--- src/rtl/rgb_to_yuv_encoder_pkg.sv ---
// Shared types and constants for the RGB-to-YUV encoder: FSM states,
// BT.601 coefficients scaled by 2^16, the rounding term and the output offsets.
package rgb_to_yuv_encoder_pkg;

  typedef enum logic [2:0] {
    S_ENC_IDLE,
    S_ENC_READ,
    S_ENC_WAIT,
    S_ENC_CALC,
    S_ENC_WRITE,
    S_ENC_DONE
  } enc_state_e;

  localparam logic [17:0] Y_BASE_DEF     = 18'd0;
  localparam logic [17:0] U_BASE_DEF     = 18'd38400;
  localparam logic [17:0] V_BASE_DEF     = 18'd57600;
  localparam logic [17:0] RGB_BASE_DEF   = 18'd146944;
  localparam int          NUM_PIXELS_DEF = 76800;

  localparam logic signed [31:0] C_Y_R =  32'sd16843;
  localparam logic signed [31:0] C_Y_G =  32'sd33030;
  localparam logic signed [31:0] C_Y_B =  32'sd6423;
  localparam logic signed [31:0] C_U_R = -32'sd9699;
  localparam logic signed [31:0] C_U_G = -32'sd19071;
  localparam logic signed [31:0] C_U_B =  32'sd28770;
  localparam logic signed [31:0] C_V_R =  32'sd28770;
  localparam logic signed [31:0] C_V_G = -32'sd24117;
  localparam logic signed [31:0] C_V_B = -32'sd4653;

  localparam logic signed [31:0] ROUND_K   = 32'sd32768;
  localparam logic signed [31:0] Y_OFFSET  = 32'sd16;
  localparam logic signed [31:0] UV_OFFSET = 32'sd128;

endpackage

--- src/rtl/rgb_to_yuv_encoder_if.sv ---
// SRAM master bus plus the arbiter Enable/Done handshake of the encoder.
interface rgb_to_yuv_encoder_if;
  logic        Enable;
  logic [17:0] SRAM_address;
  logic [15:0] SRAM_read_data;
  logic [15:0] SRAM_write_data;
  logic        SRAM_we_n;
  logic        Done;

  modport master (
    input  Enable, SRAM_read_data,
    output SRAM_address, SRAM_write_data, SRAM_we_n, Done
  );

  modport slave (
    output Enable, SRAM_read_data,
    input  SRAM_address, SRAM_write_data, SRAM_we_n, Done
  );
endinterface

--- src/rtl/rgb_to_yuv_encoder_yuv_mac.sv ---
// Combinational three-term multiply-accumulate: rounds, shifts by 16,
// adds the plane offset and clips the result to 8 bits.
module yuv_mac
  import rgb_to_yuv_encoder_pkg::*;
(
  input  logic        [7:0]  op_a_i,
  input  logic        [7:0]  op_b_i,
  input  logic        [7:0]  op_c_i,
  input  logic signed [31:0] coef_a_i,
  input  logic signed [31:0] coef_b_i,
  input  logic signed [31:0] coef_c_i,
  input  logic signed [31:0] offset_i,
  output logic        [7:0]  res_o
);
  logic signed [31:0] sum;
  logic signed [31:0] val;

  always_comb begin
    sum = $signed({24'd0, op_a_i}) * coef_a_i
        + $signed({24'd0, op_b_i}) * coef_b_i
        + $signed({24'd0, op_c_i}) * coef_c_i
        + ROUND_K;
    val = (sum >>> 16) + offset_i;
    if (val < 32'sd0)
      res_o = 8'd0;
    else if (val > 32'sd255)
      res_o = 8'hFF;
    else
      res_o = val[7:0];
  end
endmodule

--- src/rtl/rgb_to_yuv_encoder.sv ---
// Encodes packed RGB pixels from SRAM into planar Y and 2:1 subsampled U/V,
// four pixels per 24-cycle group on a single shared MAC.
module rgb_to_yuv_encoder
  import rgb_to_yuv_encoder_pkg::*;
#(
  parameter logic [17:0] Y_BASE     = Y_BASE_DEF,
  parameter logic [17:0] U_BASE     = U_BASE_DEF,
  parameter logic [17:0] V_BASE     = V_BASE_DEF,
  parameter logic [17:0] RGB_BASE   = RGB_BASE_DEF,
  parameter int          NUM_PIXELS = NUM_PIXELS_DEF
) (
  input logic                  Clock,
  input logic                  Resetn,
  rgb_to_yuv_encoder_if.master bus
);
  localparam logic [15:0] LAST_GROUP = 16'(NUM_PIXELS / 4 - 1);

  enc_state_e  state_q, state_d;
  logic [3:0]  cnt_q, cnt_d;
  logic [15:0] g_q, g_d;
  logic [17:0] addr_q, addr_d;
  logic [15:0] wdata_q, wdata_d;
  logic        we_n_q, we_n_d;
  logic        done_q, done_d;
  logic        rd_vld_q;
  logic [2:0]  rd_idx_q;

  logic [15:0] rgb_buf_q [6];
  logic [7:0]  y_q [4];
  logic [7:0]  u_q [4];
  logic [7:0]  v_q [4];
  logic [7:0]  pix_r [4];
  logic [7:0]  pix_g [4];
  logic [7:0]  pix_b [4];
  logic [7:0]  u_ds [2];
  logic [7:0]  v_ds [2];

  logic [1:0]         calc_pix, calc_phase;
  logic signed [31:0] coef_a, coef_b, coef_c, offs;
  logic [7:0]         mac_res;

  // Each pixel pair occupies three words; the upper byte is the earlier pixel.
  for (genvar gi = 0; gi < 2; gi++) begin : g_pair
    assign pix_r[2*gi]   = rgb_buf_q[3*gi][15:8];
    assign pix_g[2*gi]   = rgb_buf_q[3*gi][7:0];
    assign pix_b[2*gi]   = rgb_buf_q[3*gi+1][15:8];
    assign pix_r[2*gi+1] = rgb_buf_q[3*gi+1][7:0];
    assign pix_g[2*gi+1] = rgb_buf_q[3*gi+2][15:8];
    assign pix_b[2*gi+1] = rgb_buf_q[3*gi+2][7:0];
    assign u_ds[gi] = 8'((9'(u_q[2*gi]) + 9'(u_q[2*gi+1]) + 9'd1) >> 1);
    assign v_ds[gi] = 8'((9'(v_q[2*gi]) + 9'(v_q[2*gi+1]) + 9'd1) >> 1);
  end

  assign calc_pix   = 2'(cnt_q / 4'd3);
  assign calc_phase = 2'(cnt_q % 4'd3);

  always_comb begin
    coef_a = C_Y_R;
    coef_b = C_Y_G;
    coef_c = C_Y_B;
    offs   = Y_OFFSET;
    case (calc_phase)
      2'd1: begin coef_a = C_U_R; coef_b = C_U_G; coef_c = C_U_B; offs = UV_OFFSET; end
      2'd2: begin coef_a = C_V_R; coef_b = C_V_G; coef_c = C_V_B; offs = UV_OFFSET; end
      default: ;
    endcase
  end

  yuv_mac u_mac (
    .op_a_i  (pix_r[calc_pix]),
    .op_b_i  (pix_g[calc_pix]),
    .op_c_i  (pix_b[calc_pix]),
    .coef_a_i(coef_a),
    .coef_b_i(coef_b),
    .coef_c_i(coef_c),
    .offset_i(offs),
    .res_o   (mac_res)
  );

  always_comb begin
    state_d = state_q;
    cnt_d   = cnt_q;
    g_d     = g_q;
    addr_d  = addr_q;
    wdata_d = wdata_q;
    we_n_d  = 1'b1;
    done_d  = 1'b0;
    case (state_q)
      S_ENC_IDLE: begin
        if (bus.Enable) begin
          state_d = S_ENC_READ;
          cnt_d   = 4'd0;
          g_d     = 16'd0;
          addr_d  = RGB_BASE;
        end
      end
      S_ENC_READ: begin
        if (cnt_q == 4'd5) begin
          state_d = S_ENC_WAIT;
          cnt_d   = 4'd0;
        end else begin
          cnt_d  = cnt_q + 4'd1;
          addr_d = addr_q + 18'd1;
        end
      end
      S_ENC_WAIT: begin
        cnt_d = cnt_q + 4'd1;
        if (cnt_q == 4'd1) begin
          state_d = S_ENC_CALC;
          cnt_d   = 4'd0;
        end
      end
      S_ENC_CALC: begin
        cnt_d = cnt_q + 4'd1;
        if (cnt_q == 4'd11) begin
          state_d = S_ENC_WRITE;
          cnt_d   = 4'd0;
          addr_d  = Y_BASE + 18'({g_q, 1'b0});
          wdata_d = {y_q[0], y_q[1]};
          we_n_d  = 1'b0;
        end
      end
      S_ENC_WRITE: begin
        cnt_d  = cnt_q + 4'd1;
        we_n_d = 1'b0;
        case (cnt_q)
          4'd0: begin addr_d = Y_BASE + 18'({g_q, 1'b1}); wdata_d = {y_q[2], y_q[3]}; end
          4'd1: begin addr_d = U_BASE + 18'(g_q);         wdata_d = {u_ds[0], u_ds[1]}; end
          4'd2: begin addr_d = V_BASE + 18'(g_q);         wdata_d = {v_ds[0], v_ds[1]}; end
          default: begin
            we_n_d = 1'b1;
            cnt_d  = 4'd0;
            if (g_q == LAST_GROUP) begin
              state_d = S_ENC_DONE;
            end else begin
              g_d     = g_q + 16'd1;
              state_d = S_ENC_READ;
              addr_d  = RGB_BASE + 18'({2'b00, g_d} * 18'd6);
            end
          end
        endcase
      end
      S_ENC_DONE: begin
        state_d = S_ENC_IDLE;
        done_d  = 1'b1;
      end
      default: state_d = S_ENC_IDLE;
    endcase
  end

  always_ff @(posedge Clock or negedge Resetn) begin
    if (!Resetn) begin
      state_q  <= S_ENC_IDLE;
      cnt_q    <= 4'd0;
      g_q      <= 16'd0;
      addr_q   <= 18'd0;
      wdata_q  <= 16'd0;
      we_n_q   <= 1'b1;
      done_q   <= 1'b0;
      rd_vld_q <= 1'b0;
      rd_idx_q <= 3'd0;
    end else begin
      state_q  <= state_d;
      cnt_q    <= cnt_d;
      g_q      <= g_d;
      addr_q   <= addr_d;
      wdata_q  <= wdata_d;
      we_n_q   <= we_n_d;
      done_q   <= done_d;
      rd_vld_q <= (state_q == S_ENC_READ);
      rd_idx_q <= cnt_q[2:0];
    end
  end

  // Read data returns the cycle after the SRAM latches the address.
  always_ff @(posedge Clock) begin
    if (rd_vld_q)
      rgb_buf_q[rd_idx_q] <= bus.SRAM_read_data;
    if (state_q == S_ENC_CALC) begin
      case (calc_phase)
        2'd0:    y_q[calc_pix] <= mac_res;
        2'd1:    u_q[calc_pix] <= mac_res;
        default: v_q[calc_pix] <= mac_res;
      endcase
    end
  end

  assign bus.SRAM_address    = addr_q;
  assign bus.SRAM_write_data = wdata_q;
  assign bus.SRAM_we_n       = we_n_q;
  assign bus.Done            = done_q;
endmodule

--- src/flat_wrapper.sv ---
// flat-port wrapper written by rule: the top's interface ports become plain ports
module rgb_to_yuv_encoder_flat import rgb_to_yuv_encoder_pkg::*;
#(
  parameter logic [17:0] Y_BASE     = Y_BASE_DEF,
  parameter logic [17:0] U_BASE     = U_BASE_DEF,
  parameter logic [17:0] V_BASE     = V_BASE_DEF,
  parameter logic [17:0] RGB_BASE   = RGB_BASE_DEF,
  parameter int          NUM_PIXELS = NUM_PIXELS_DEF
)
  (Clock, Resetn, bus_Enable, bus_SRAM_read_data, bus_SRAM_address, bus_SRAM_write_data, bus_SRAM_we_n, bus_Done);
  rgb_to_yuv_encoder_if bus_i ();
  input logic Clock;
  input logic Resetn;
  input wire logic [$bits(bus_i.Enable)-1:0] bus_Enable;
  input wire logic [$bits(bus_i.SRAM_read_data)-1:0] bus_SRAM_read_data;
  output wire logic [$bits(bus_i.SRAM_address)-1:0] bus_SRAM_address;
  output wire logic [$bits(bus_i.SRAM_write_data)-1:0] bus_SRAM_write_data;
  output wire logic [$bits(bus_i.SRAM_we_n)-1:0] bus_SRAM_we_n;
  output wire logic [$bits(bus_i.Done)-1:0] bus_Done;
  assign bus_i.Enable = bus_Enable;
  assign bus_i.SRAM_read_data = bus_SRAM_read_data;
  assign bus_SRAM_address = bus_i.SRAM_address;
  assign bus_SRAM_write_data = bus_i.SRAM_write_data;
  assign bus_SRAM_we_n = bus_i.SRAM_we_n;
  assign bus_Done = bus_i.Done;
  rgb_to_yuv_encoder #(.Y_BASE(Y_BASE), .U_BASE(U_BASE), .V_BASE(V_BASE), .RGB_BASE(RGB_BASE), .NUM_PIXELS(NUM_PIXELS)) u_core (.Clock(Clock), .Resetn(Resetn), .bus(bus_i));
endmodule
--- config.mk ---
export PLATFORM = sky130hd
export DESIGN_NAME = rgb_to_yuv_encoder_flat
export DESIGN_NICKNAME = d
export VERILOG_FILES = /design/src/rtl/rgb_to_yuv_encoder_pkg.sv /design/src/rtl/rgb_to_yuv_encoder_if.sv /design/src/rtl/rgb_to_yuv_encoder_yuv_mac.sv /design/src/rtl/rgb_to_yuv_encoder.sv /design/src/flat_wrapper.sv
export SDC_FILE = /design/constraint.sdc
export NUM_CORES = 1
export LEC_CHECK = 0
export CAP_MARGIN = 30
export CORE_ASPECT_RATIO = 0.5
export CORE_MARGIN = 1
export CORE_UTILIZATION = 60
export CTS_BUF_LIST = sky130_fd_sc_hd__clkbuf_8 sky130_fd_sc_hd__clkbuf_16
export DETAILED_ROUTE_END_ITERATION = 6
export PLACE_DENSITY_LB_ADDON = 0.1
export SYNTH_ARGS = -nofsm -noshare
export SYNTH_HDL_FRONTEND = slang
export SYNTH_SLANG_ARGS = --single-unit
export TNS_END_PERCENT = 50
--- constraint.sdc ---
create_clock -name Clock -period 14.55 [get_ports Clock]
set_clock_uncertainty 0.05 [all_clocks]
set_input_delay 2.91 -clock Clock [delete_from_list [all_inputs] [get_ports Clock]]
set_output_delay 2.91 -clock Clock [all_outputs]
set_load 0.02 [all_outputs]
* Word level (Yosys, flattened, before mapping) *
Memories as Yosys holds them, arrays and structs flattened.
Cells that the tools add are included.
Widths: inputs -> output; s select.

word-level totals
  register bits = 63
  bits in latches = 0
  bits in writable memories = 192
  bits in read-only memories = 0
  input port bits = 19
  output and inout port bits = 36
  logic and storage cells = 133
  memories kept = 4

memories
  memory            depth  width  read ports  clocked after Yosys merged registers in  write ports  line                      text
  u_core.rgb_buf_q  6      16     6           0                                        1            rgb_to_yuv_encoder.sv:28  logic [15:0] rgb_buf_q [6];
  u_core.u_q        4      8      4           0                                        1            rgb_to_yuv_encoder.sv:30  logic [7:0] u_q [4];
  u_core.v_q        4      8      4           0                                        1            rgb_to_yuv_encoder.sv:31  logic [7:0] v_q [4];
  u_core.y_q        4      8      4           0                                        1            rgb_to_yuv_encoder.sv:29  logic [7:0] y_q [4];

operators by class
  add/subtract/negate cells = 18
  multiply operators = 4
  divide/modulo/power cells = 2
  magnitude comparators = 3
  eq/ne operators = 21
  shifts and indexed selects = 0
  mux-type cells = 56
  bitwise gates (word level) = 1
  reductions and logical operators = 15

operator list
  cell                    number
  $pmux 32 s2             3
  $mul 9x32->32           3
  $mux 18                 4
  $mux 8                  9
  $pmux 18 s4             1
  $add 32x32->32          2
  $mux 16                 4
  $pmux 16 s2             2
  $pmux 18 s3             1
  $bmux 8 s2              3
  $pmux 16 s3             1
  $add 8x8->9             4
  $add 9x1->9 const B     4
  $add 16x16->17 const A  2
  $add 32x17->32 const B  1
  $gt 32x9->1 const B     1
  $lt 32x1->1 const B     1
  $mux 4                  5
  $pmux 4 s5              1
  $add 18x1->18 const B   1
  $add 18x18->18 const A  1
  $mux 3                  6
  $add 16x9->17           1
  $mul 16x2->17 const B   1
  other kinds (35)        58

* Logic depth before layout (Yosys ltp) *
  depth in word-level cells = 13
  mapped depth = 49
  mapped depth without buffers = 44

* Modules after synthesis *
A second synthesis with hierarchy kept.

unflattened totals
  cell total of the unflattened synthesis = 3732
  area total of the unflattened synthesis = 35846.9 um^2

by module, submodules not included
  module              instances  cells each  area an instance (um^2)  sequential area each (um^2)
  yuv_mac             1          2565        22680.5                  0.0
  rgb_to_yuv_encoder  1          1167        13166.4                  7343.3

* Worst setup path after synthesis *
No wires, ideal clock.

  kind = flip-flop to flip-flop
  start = register u_core.cnt_q[2]
  end = memory u_core.u_q[0][0] (data pin)
  library setup time = 0.279 ns
  data arrival time = 11.812 ns
  data required time = 14.221 ns
  path slack = 2.409 ns
  cell stages (with the launch flop) = 44
  path buffers = 6
  clock period less this slack = 12.141 ns
  cells stage by stage = dfrtp_1 buf_4 nor2b_2 ha_1 inv_1 ha_1 a21boi_1 buf_2 buf_1 xnor2_1 ha_1 o21bai_1 clkbuf_1 buf_1 mux2i_1 inv_1 ha_1 clkbuf_1 [8 not listed] fa_1 inv_1 fa_1 fa_1 fa_1 ha_1 a21oi_1 o21bai_1 a21o_1 or3_1 a21boi_1 a221oi_1 xnor2_1 nand4_2 nor2_2 mux2i_1 o32a_2 a31oi_1

on the way
  longest elaborated chain between the ends = 13
  elaborated cells on any way between the ends = 30
  those cells by class = add/sub (4); mul (3); div (2); order compare (2); eq/ne (2); mux (15); bitwise (1); reduce/logical (1)

RTL lines
  item                                    line                                                                          text
  from (decl)                             rgb_to_yuv_encoder.sv:19                                                      logic [3:0] cnt_q, cnt_d;
  from (signal assigned)                  rgb_to_yuv_encoder.sv:164                                                     cnt_q <= cnt_d;
  $div 4x2->4                             rgb_to_yuv_encoder.sv:54                                                      assign calc_pix = 2'(cnt_q / 4'd3);
  $not 2->3 (implied by the code)         rgb_to_yuv_encoder.sv:70, rgb_to_yuv_encoder.sv:71, rgb_to_yuv_encoder.sv:72
  $bmux 8 s2 (on tied branches)           rgb_to_yuv_encoder.sv:70, rgb_to_yuv_encoder.sv:71
  $mux 8 (on tied branches) (2 in a row)  rgb_to_yuv_encoder.sv:70, rgb_to_yuv_encoder.sv:71
  $mul 9x32->32 (on tied branches)        rgb_to_yuv_encoder_yuv_mac.sv:19, rgb_to_yuv_encoder_yuv_mac.sv:20
  $add 32x32->32                          rgb_to_yuv_encoder_yuv_mac.sv:20                                              + $signed({24'd0, op_b_i}) * coef_b_i
  $add 32x32->32                          rgb_to_yuv_encoder_yuv_mac.sv:21                                              + $signed({24'd0, op_c_i}) * coef_c_i
  $add 32x17->32                          rgb_to_yuv_encoder_yuv_mac.sv:22                                              + ROUND_K;
  $add 16x9->17 *                         rgb_to_yuv_encoder_yuv_mac.sv:23                                              val = (sum >>> 16) + offset_i;
  $gt 32x9->1                             rgb_to_yuv_encoder_yuv_mac.sv:26                                              else if (val > 32'sd255)
  $mux 8                                  rgb_to_yuv_encoder_yuv_mac.sv:26
  $mux 8 *                                rgb_to_yuv_encoder_yuv_mac.sv:24                                              if (val < 32'sd0)
  via u_core.mac_res[0]                   rgb_to_yuv_encoder.sv:40                                                      logic [7:0] mac_res;
  to (decl)                               rgb_to_yuv_encoder.sv:30

The timed path passes the listed nets; every way through them passes the cells marked *. The select of a mux whose other input is x is not followed.

* Worst setup path in the final report *
  start = register u_core.cnt_q[3]
  end = memory u_core.v_q[2][4] (data pin)

on the way
  longest elaborated chain between the ends = 13
  elaborated cells on any way between the ends = 30
  those cells by class = add/sub (4); mul (3); div (2); order compare (2); eq/ne (2); mux (15); bitwise (1); reduce/logical (1)

RTL lines
  item                                    line
  $div 4x2->4                             rgb_to_yuv_encoder.sv:54
  $not 2->3 (implied by the code)         rgb_to_yuv_encoder.sv:70, rgb_to_yuv_encoder.sv:71, rgb_to_yuv_encoder.sv:72
  $bmux 8 s2 (on tied branches)           rgb_to_yuv_encoder.sv:70, rgb_to_yuv_encoder.sv:71
  $mux 8 (on tied branches) (2 in a row)  rgb_to_yuv_encoder.sv:70, rgb_to_yuv_encoder.sv:71
  $mul 9x32->32 (on tied branches)        rgb_to_yuv_encoder_yuv_mac.sv:19, rgb_to_yuv_encoder_yuv_mac.sv:20
  $add 32x32->32                          rgb_to_yuv_encoder_yuv_mac.sv:20
  $add 32x32->32                          rgb_to_yuv_encoder_yuv_mac.sv:21
  $add 32x17->32                          rgb_to_yuv_encoder_yuv_mac.sv:22
  $add 16x9->17 *                         rgb_to_yuv_encoder_yuv_mac.sv:23
  $gt 32x9->1                             rgb_to_yuv_encoder_yuv_mac.sv:26
  $mux 8                                  rgb_to_yuv_encoder_yuv_mac.sv:26
  $mux 8 *                                rgb_to_yuv_encoder_yuv_mac.sv:24
  via u_core.mac_res[4]                   rgb_to_yuv_encoder.sv:40
  to (decl)                               rgb_to_yuv_encoder.sv:31

Marks and branches as above.

==> summary.txt <==
Outcome: complete, but fails checks
Failing checks: design-rule violations
Nets: 3300
Placed cells: 3235
Main synth FF type: edfxtp_1
Cell family with most CP delay: adder cells
Worst-Margin Slew: 1090 ps
CTS tree: yes
TritonRoute pass-1 iters: 7
GRT Util Overall: 31.3%
Initial antenna violation count: 0
Async set-reset flop share out of synthesis: 24.7%
Area delta synth->final: 8.46%
Syn_nets: 3245
F_max: 0.0755 GHz
Hold Crit Class: reg -> reg
Routed WL per cell: 20.9 um
Crit share post-route: 91.0%
Critical path depth in cells: 41
First DRT Iteration DRCs: 1408
WHS: 432 ps
CP max-delay cell: a31oi_1
Final hold vios: 0
Share of layout cells above drive strength 1: 4.52%
Core Region: 0.0438 sq mm
Worst skew pair latency: 530 ps
Synth Cell Area: 0.0268 sq mm
Die width: 301 um
# clock sinks: 255
Final Max Slew Viols: 0
Setup CP Type: reg -> reg
# port buffers: 54
Worst stage delay on the critical path: 840 ps
Fill count: 3468
Vias: 18689
Final setup viols: 0
Max FO, Critical Path: 39
Hpwl dp: 55900 um
Routed Antenna Nets: 0
Htree depth: 1
Ports: 55
Initial core utilization: 61.2%
Vias in the first global route: 18957
Worst EP required: 14670 ps
CTS buffer count: 27
Setup TNS: 0 ps
Detailed-route wire length: 68700 um
Syn_area_per_cell: 10.2 sq um
Clk slew on worst S/H paths: 60 ps
Area leader, netlist: fa_1
Drt drc: 6
Post-synth EDFFs: 192
GPL Wtd Cong: 0.973
Synth warn: 0
Top-area cell type share of the netlist area: 26.3%
Cell Count, Final, Fillers Out: 3286
Largest net degree at the start of global routing: 64
Placement Rows: 54
RSZ-0062 raised after global routing: no
Post-CTS Setup Bufs: 0
Clk root buf: clkbuf_16
Slew headroom: 26.9%
Post-CTS Resized: 0
Yosys reg bits: 255
Die Ht: 152 um
Max-cap violations: 0
Netlist cell types: 99
Congestion Overflow GR: 0
Vias per cell: 5.69
Antenna cells: 0
Final min period: 13240 ps
R2R depth: 41
Cells on Worst Hold Path: 2
Worst endpoint data arrival time: 13360 ps
Seq/Total Area, Yosys: 27.4%
Die area: 0.0456 sq mm
Synth top area cells: fa_1 26%, edfxtp_1 21%, ha_1 12%, inv_1 8.1%, dfrtp_1 5.8%
Mapped Cells: 2623
Critical path startpoint category: flop
Global-route wire length before repair: 108000 um
CTS Hold Bufs: 0
Maximum clock path buffer count: 3
Crit. End Element: flop
CP dominant cell by count: ha_1
Buf/Inv on CP: 7
## layer usage
| layer | wire, um | GRT usage [%] | share of wire [%] | vias up |
|---|---|---|---|---|
| met5 | 0 | 0 | 0 | - |
| met4 | 1610 | 7.46 | 2.3 | 0 |
| met3 | 6350 | 6.99 | 9.2 | 118 |
| met2 | 30100 | 48.9 | 44 | 713 |
| met1 | 30700 | 44.8 | 45 | 9201 |
| li1 | - | - | - | 8657 |
## worst paths after layout
| check | from | end | slack (ps) |
|---|---|---|---|
| min in group asynchronous | Resetn | u_core.bus.Done$_DFF_PN0_ | 2510 |
| max in group asynchronous | Resetn | u_core.bus.SRAM_write_data[7]$_DFFE_PN0P_ | 11390 |
| min | u_core.bus.SRAM_write_data[0]$_DFFE_PN0P_ | u_core.bus.SRAM_write_data[0]$_DFFE_PN0P_ | 430 |
| min reg2reg | u_core.bus.SRAM_write_data[0]$_DFFE_PN0P_ | u_core.bus.SRAM_write_data[0]$_DFFE_PN0P_ | 430 |
| max reg2reg | u_core.cnt_q[3]$_DFFE_PN0P_ | u_core.v_q[2][4]$_DFFE_PP_ | 1310 |
| max | u_core.cnt_q[3]$_DFFE_PN0P_ | u_core.v_q[2][4]$_DFFE_PP_ | 1310 |
## flip-flops by register name (all words and copies together), names as in the netlist
signal                      cells
u_core.bus.SRAM_address        18
u_core.bus.Done                 1
u_core.state_q                  3
u_core.u_q                     32
u_core.v_q                     32
u_core.y_q                     32
u_core.bus.SRAM_we_n            1
u_core.cnt_q                    4
u_core.rgb_buf_q               96
u_core.g_q                     16
u_core.bus.SRAM_write_data     16
u_core.rd_idx_q                 3
u_core.rd_vld_q                 1
## cells by family (layout without fill, tap and decap cells)
kind of cell	count (synthesis)	in the layout	share of synthesized area [%]
AND/OR/NAND/NOR	560	560	10.4
flip-flops	255	255	27.4
adder cells (fa/ha/maj)	604	604	38.0
multiplexers	44	44	1.65
buffers and inverters	650	725	9.16
XOR/XNOR	93	93	3.14
AO/OA/AOI/OAI	417	417	10.3
## cell usage in the layout (no fill, tap or decap), drive strengths merged, types with 5 or more instances in the layout
cell type      synthesis  routed
and3                  14      14
mux2i                 43      43
nand3                 27      27
nor2                 141     141
a221o                  9       9
nand2b                37      37
clkdlybuf4s50          0      53
a21boi                 7       7
nor3                  22      22
ha                   251     251
inv                  581     588
a21o                  36      36
a21oi                118     118
nor2b                 53      53
fa                   352     352
nor4                   6       6
xnor2                 48      48
or2                    7       7
o21bai                 9       9
buf                   16      40
a211oi                22      22
o22ai                 22      22
xor2                  43      43
clkbuf                52      30
o21ai                 88      88
nand2                159     159
a2111oi                5       5
nand4                 13      13
o21a                  10      10
dfrtp                 62      62
and2                  59      59
a221oi                 9       9
a31oi                 14      14
o31ai                 11      11
clkinv                 1      10
a22oi                  9       9
o211ai                 8       8
a22o                   6       6
edfxtp               192     192
## stage by stage
step	util [%]	setup slack (ps)	area, sq um
2_1_floorplan	-	2410	26800
3_3_place_gp	64.2	1720	28100
3_5_place_dp	64.3	1460	28200
4_1_cts	66.3	1430	29100
5_1_grt	66.4	605	29100
6_report	66.4	1310	29100
## cell usage after synthesis (9+ instances only)
| cell | n |
|---|---|
| o31ai_1 | 10 |
| inv_1 | 580 |
| nand2b_1 | 37 |
| a31oi_1 | 14 |
| a21o_1 | 36 |
| dfrtp_1 | 62 |
| xnor2_1 | 48 |
| ha_1 | 251 |
| clkbuf_1 | 52 |
| nor2_1 | 140 |
| o22ai_1 | 22 |
| mux2i_1 | 43 |
| a21oi_1 | 116 |
| nor2b_1 | 51 |
| a221o_1 | 9 |
| and3_1 | 13 |
| nor3_1 | 22 |
| nand3_1 | 27 |
| nand4_1 | 12 |
| buf_1 | 11 |
| and2_1 | 55 |
| a211oi_1 | 20 |
| edfxtp_1 | 192 |
| fa_1 | 352 |
| a22oi_1 | 9 |
| xor2_1 | 43 |
| a221oi_1 | 9 |
| o21a_1 | 10 |
| nand2_1 | 159 |
| o21ai_0 | 84 |
## layout make-up
cell class                      instances  area (sq um)  share of cell area [%]
Multi-Input combinational cell       1718         17100                    58.8
Sequential cell                       255          7340                    25.2
Inverter                              582          2180                    7.51
Timing Repair Buffer                   94           855                    2.94
Tap cell                              588           736                    2.53
Clock buffer                           29           703                    2.42
Clock inverter                         20           173                   0.593
## worst reg2reg max path: cells and delay by family (launching register included)
kind | cells | cell delay, ps
adders and majority gates | 13 | 4930
AOI/OAI and AO/OA | 11 | 3890
muxes | 1 | 100
DFF | 1 | 610
buffers and inverters | 7 | 1070
xor gates and xnor gates | 2 | 290
and+or+nand+nor | 7 | 1900
Power is not shown: default switching activity piles up to over one toggle a cycle in this logic, so the estimate is an artifact.
